`src/rtl/i2s_pkg.sv`:
```
// Shared I2S definitions: FSM encoding, channel codes and SCK divider derivation.
// Used by both the transmitter and the receiver.
package i2s_pkg;

  localparam logic [1:0] ST_IDLE = 2'd0;
  localparam logic [1:0] ST_RUN  = 2'd1;
  localparam logic [1:0] ST_STOP = 2'd2;

  localparam logic WS_LEFT  = 1'b0;
  localparam logic WS_RIGHT = 1'b1;

  // System clocks per SCK half period, truncated.
  function automatic int unsigned calc_half(input int unsigned clk_freq,
                                            input int unsigned sck_freq);
    return clk_freq / (2 * sck_freq);
  endfunction

endpackage

```
`src/rtl/i2s_clk_gen.sv`:
```
// I2S bit clock generator: divides clk down to SCK and strobes the clk cycle
// before each SCK edge. Held low and reset while not running.
module i2s_clk_gen #(
  parameter int unsigned HALF = 16
) (
  input  logic clk,
  input  logic rst_n,
  input  logic i_run,
  output logic o_sck,
  output logic o_fall,
  output logic o_rise
);

  localparam int unsigned CntW = (HALF > 2) ? $clog2(HALF) : 1;

  if (HALF < 2) begin : g_bad_half
    $error("i2s_clk_gen: HALF must be at least 2");
  end

  logic [CntW-1:0] r_div_cnt;
  logic            r_sck;
  logic            w_wrap;

  assign w_wrap = i_run & (r_div_cnt == CntW'(HALF - 1));
  assign o_sck  = r_sck;
  assign o_fall = w_wrap & r_sck;
  assign o_rise = w_wrap & ~r_sck;

  always_ff @(posedge clk or negedge rst_n) begin
    if (!rst_n) begin
      r_div_cnt <= '0;
      r_sck     <= 1'b0;
    end else if (!i_run) begin
      r_div_cnt <= '0;
      r_sck     <= 1'b0;
    end else if (w_wrap) begin
      r_div_cnt <= '0;
      r_sck     <= ~r_sck;
    end else begin
      r_div_cnt <= r_div_cnt + CntW'(1);
    end
  end

endmodule

```
`src/rtl/i2s_transmitter.sv`:
```
// I2S master transmitter: 1-deep sample holding register feeding an MSB-first
// serialiser, with frame-aligned start/stop and zero-fill on underrun.
module i2s_transmitter
  import i2s_pkg::*;
#(
  parameter int unsigned CLK_FREQ     = 100_000_000,
  parameter int unsigned I2S_CLK_FREQ = 3_072_000,
  parameter int unsigned DATA_WIDTH   = 16
) (
  input  logic                  clk,
  input  logic                  rst_n,
  input  logic                  enable_i,
  input  logic [DATA_WIDTH-1:0] pcm_data_i,
  input  logic                  pcm_valid_i,
  output logic                  pcm_ready_o,
  output logic                  i2s_clk_o,
  output logic                  i2s_ws_o,
  output logic                  i2s_data_o,
  output logic                  underrun_o,
  output logic                  busy_o
);

  localparam int unsigned HALF = calc_half(CLK_FREQ, I2S_CLK_FREQ);
  localparam int unsigned BitW = (DATA_WIDTH > 2) ? $clog2(DATA_WIDTH) : 1;

  if (DATA_WIDTH < 2) begin : g_bad_width
    $error("i2s_transmitter: DATA_WIDTH must be at least 2");
  end

  logic [1:0]            r_state, w_state_d;
  logic [DATA_WIDTH-1:0] r_hold, r_shift, w_word;
  logic [BitW-1:0]       r_bit_cnt;
  logic                  r_hold_valid, r_ws, r_data, r_underrun, r_frame_end;
  logic                  w_run, w_sck, w_fall, w_rise, w_accept;
  logic                  w_slot, w_to_idle, w_load, w_bypass, w_last_bit;

  i2s_clk_gen #(
    .HALF(HALF)
  ) u_clk_gen (
    .clk   (clk),
    .rst_n (rst_n),
    .i_run (w_run),
    .o_sck (w_sck),
    .o_fall(w_fall),
    .o_rise(w_rise)
  );

  assign w_run      = (r_state != ST_IDLE);
  assign w_accept   = pcm_valid_i & ~r_hold_valid;
  assign w_slot     = w_fall & (r_bit_cnt == '0);
  // The slot after the right LSB seen in STOP ends the stream instead of loading.
  assign w_to_idle  = w_slot & (r_state == ST_STOP) & r_frame_end;
  assign w_load     = w_slot & ~w_to_idle;
  assign w_bypass   = w_load & w_accept;
  assign w_word     = r_hold_valid ? r_hold : (w_accept ? pcm_data_i : '0);
  assign w_last_bit = w_fall & (r_bit_cnt == BitW'(DATA_WIDTH - 1));

  always_comb begin
    w_state_d = r_state;
    case (r_state)
      ST_IDLE: if (enable_i) w_state_d = ST_RUN;
      ST_RUN:  if (!enable_i) w_state_d = ST_STOP;
      ST_STOP: begin
        if (w_to_idle) w_state_d = ST_IDLE;
        else if (enable_i) w_state_d = ST_RUN;
      end
      default: w_state_d = ST_IDLE;
    endcase
  end

  always_ff @(posedge clk or negedge rst_n) begin
    if (!rst_n) begin
      r_state      <= ST_IDLE;
      r_hold       <= '0;
      r_hold_valid <= 1'b0;
      r_shift      <= '0;
      r_bit_cnt    <= '0;
      r_ws         <= WS_LEFT;
      r_data       <= 1'b0;
      r_underrun   <= 1'b0;
      r_frame_end  <= 1'b0;
    end else begin
      r_state    <= w_state_d;
      r_underrun <= w_load & ~r_hold_valid & ~w_accept;

      if (w_load && r_hold_valid) begin
        r_hold_valid <= 1'b0;
      end else if (w_accept && !w_bypass) begin
        r_hold       <= pcm_data_i;
        r_hold_valid <= 1'b1;
      end

      if (w_to_idle) begin
        r_data      <= 1'b0;
        r_bit_cnt   <= '0;
        r_frame_end <= 1'b0;
      end else if (w_load) begin
        r_data      <= w_word[DATA_WIDTH-1];
        r_shift     <= {w_word[DATA_WIDTH-2:0], 1'b0};
        r_bit_cnt   <= BitW'(1);
        r_frame_end <= 1'b0;
      end else if (w_fall) begin
        r_data    <= r_shift[DATA_WIDTH-1];
        r_shift   <= {r_shift[DATA_WIDTH-2:0], 1'b0};
        r_bit_cnt <= w_last_bit ? '0 : r_bit_cnt + BitW'(1);
      end

      // WS leads the next word's MSB by one SCK.
      if (w_last_bit) begin
        r_ws <= ~r_ws;
        if (r_state == ST_STOP && r_ws == WS_RIGHT) r_frame_end <= 1'b1;
      end
    end
  end

  a_edge_exclusive : assert property (@(posedge clk) disable iff (!rst_n) !(w_rise && w_fall));

  assign pcm_ready_o = ~r_hold_valid;
  assign i2s_clk_o   = w_sck;
  assign i2s_ws_o    = r_ws;
  assign i2s_data_o  = r_data;
  assign underrun_o  = r_underrun;
  assign busy_o      = w_run;

endmodule
```
`config.mk`:
```
export PLATFORM = sky130hd
export DESIGN_NAME = i2s_transmitter
export DESIGN_NICKNAME = d
export VERILOG_FILES = /design/src/rtl/i2s_pkg.sv /design/src/rtl/i2s_clk_gen.sv /design/src/rtl/i2s_transmitter.sv
export SDC_FILE = /design/constraint.sdc
export NUM_CORES = 1
export LEC_CHECK = 0
export ABC_CLOCK_PERIOD_IN_PS = 2500
export CORE_ASPECT_RATIO = 1.2
export CORE_MARGIN = 2
export CORE_UTILIZATION = 55
export DETAILED_ROUTE_END_ITERATION = 8
export PLACE_DENSITY = 0.85
export SYNTH_ARGS = -nofsm -noshare
export SYNTH_HDL_FRONTEND = slang
export SYNTH_HIERARCHICAL = 1
export SYNTH_SLANG_ARGS = --single-unit
export TNS_END_PERCENT = 50
```
`constraint.sdc`:
```
create_clock -name clk -period 2.5 [get_ports clk]
set_input_delay 0.5 -clock clk [delete_from_list [all_inputs] [get_ports clk]]
set_output_delay 0.5 -clock clk [all_outputs]
set_load 0.005 [all_outputs]
```
==> metrics.md <==
| Metric | Value |
|---|---|
| Status | finished clean |
| CP Class | register to register |
| CP cell instances | ha_1 > nand3_2 > inv_1 > and3_1 > and4bb_4 > a21boi_4 > buf_4 > mux2_2 |
| Detailed Place HPWL | 3199 um |
| Setup Viol. Count Final | 0 |
| RSZ-0062 raised after global routing | no |
| Post-CTS setup buffer count | 0 |
| Period utilization | 87.58% |
| Routed met3 length | roughly 190 um |
| Die area | about 0.0047 mm2 |
| Mapped Nets | 205 |
| CTS Sinks | 47 |
| Total Routing Usage GR | 21.31% |
| Post-CTS Hold Fix Bufs | 0 |
| Commonest non-fill, non-tap cell in the layout | dfrtp_1 |
| Die Wd | 63.05 um |
| Most frequent cells in the layout | 47 x dfrtp_1, 24 x clkdlybuf4s50_1, 16 x a22o_1, 15 x and3_1, 14 x a221o_1 |
| Dpl cells | 258 |
| DP Worst Slack | between 300 and 400 ps |
| Drt wl/cell | 16.93 um |
| Layout cells sized above 1 | 21.80% |
| FP Rows | 25 |
| Metal2 WL | approximately 2400 um |
| Post-layout util | between 60% and 70% |
| Initial DRC Count | 91 |
| Port bufs | 25 |
| ANT cells | 0 |
| Grt total ovfl | 0 |
| Area growth syn-to-layout | 16.42% |
| I/O pin count | 26 |
| Crit-path max FO | 16 |
| Vias/cell | 6.011 |
| Crit-path leading delay family | simple AND/OR/NAND/NOR gates |
| Syn Inst Count | 182 |
| First-pass GRT wire length | 7700 um |
| Worst EP arrival | 2370 ps |
| CTS Buffer Depth | 2 |
| Worst-Skew Late Latency | 300 ps |
| DRC violations left | 0 |
| H-tree levels | 2 |
| Worst-Margin Slew | about 660 ps |
| Critical path startpoint category | register |
| M1 wire length | 1871 um |
| Worst VDD drop | about 0.46 mV |
| Max-slew violations | 0 |
| DP Area | 0.002596 mm2 |
| Post-route ant nets | 0 |
| P_leak | 0.001293 uW |
| Post-Syn Area | 0.002301 mm2 |
| Pin count of the biggest net entering global routing | 25 |
| Relative slew margins | 56.32% |
| Max-cap viol count | 0 |
| Syn_area_per_cell | 12.64 um2 |
| Slowest-stage cell, CP | dfrtp_1 |
| Placeable Area | 0.003973 mm2 |
| Clock root buffer | clkbuf_8 |
| DRT Wirelength | between 4000 and 5000 um |
| Setup TNS | 0 ps |
| Fin. Hold Viols | 0 |
| Initial Util | between 50% and 60% |
| Power density over the cells | 533.9 mW/mm2 |
| Worst path bufs/invs | 2 |
| Clock Skews | 7.439 ps |
| Die Height | 74.86 um |
| Total CTS buffers | 5 |
| Layout Cells excl Fill | 265 |
| Via count | approximately 1600 |
| Initial antenna violation count | 0 |
| Max Used Layer | met4 |
| Fmax | 456.7 MHz |
| CTS tree | built |
| Req. time, crit path | between 2000 and 3000 ps |
| Final min period | 2190 ps |
| Endpoint type of the worst setup path | register |
| HP Class | primary input to async pin |
| Final setup margin | 310.4 ps |
| Vias in the first global route | 1626 |
| Clock-pin transition on the worst setup and hold timing paths | 80 ps |
| CP peak stage delay | 420 ps |
| Final instance area | approximately 0.0027 mm2 |
| Final nets | 234 |
| Routability cong. | a little under 0.8 |
| Drt first pass iters | 4 |
| Syn. warnings | 6 |
| Resize count post-CTS | 0 |
[power by group]
group,leakage [uW],internal (uW),switching [uW]
clock network,0.0000440,191,241
registers,0.000615,804,32.7
logic,0.000634,105,56.4
total,0.00129,1100,330
[cell type report]
type,count,area [um2]
repair buffers,33,305.3
multi-input cells,117,1021
inverters,7,26.28
fillers,309,1294
clock buffers,5,68.82
clock inverters,2,13.76
well taps,54,67.56
flip-flops and latches,47,1176
[worst paths after layout]
| check | from | to | slack (ps) | cells past startpoint |
|---|---|---|---|---|
| max | u_clk_gen/r_div_cnt[0]$_DFF_PN0_ | r_hold[3]$_DFFE_PN0P_ | 310 | 8 |
| max in group asynchronous | rst_n | r_hold[2]$_DFFE_PN0P_ | 1790 | 2 |
| max reg2reg | u_clk_gen/r_div_cnt[0]$_DFF_PN0_ | r_hold[3]$_DFFE_PN0P_ | 310 | 8 |
| min | rst_n | i2s_ws_o$_DFFE_PN0P_ | 120 | 1 |
| min in group clk | u_clk_gen/r_div_cnt[0]$_DFF_PN0_ | u_clk_gen/r_div_cnt[0]$_DFF_PN0_ | 500 | 1 |
| min reg2reg | u_clk_gen/r_div_cnt[0]$_DFF_PN0_ | u_clk_gen/r_div_cnt[0]$_DFF_PN0_ | 500 | 1 |
[worst register-to-register path, delay by kind of cell, from the launching register on]
kind	cells	cell delay, ps
AOI/OAI and AO/OA	1	120
adders and majority gates	1	260
buffers and inverters	2	330
DFF	1	420
muxes	1	370
and+or+nand+nor	3	570
[routing by layer]
metal | global-route usage [%] | vias to the layer above
li1 | - | 745
met1 | 25.84 | 791
met2 | 37.00 | 49
met3 | 4.634 | 8
met4 | 9.877 | 0
met5 | 0 | -
[metrics by stage]
stage / total power [uW] / hold WS [ps]
5_1_grt: 1499 / 128.6
4_1_cts: 1447 / 122.1
6_report: 1430 / 119.6
3_5_place_dp: 1014 / 448.0
2_1_floorplan: 937.2 / 204.4
3_3_place_gp: 1001 / 441.3
[sequential cells by signal, summed over array words and instances (netlist names)]
signal and flops:
i2s_data_o 1, i2s_ws_o 1, r_bit_cnt 4, r_frame_end 1
r_hold 16, r_hold_valid 1, r_shift 15, r_state 2
u_clk_gen/o_sck 1, u_clk_gen/r_div_cnt 4, underrun_o 1
(Power assumes the default switching activity.)
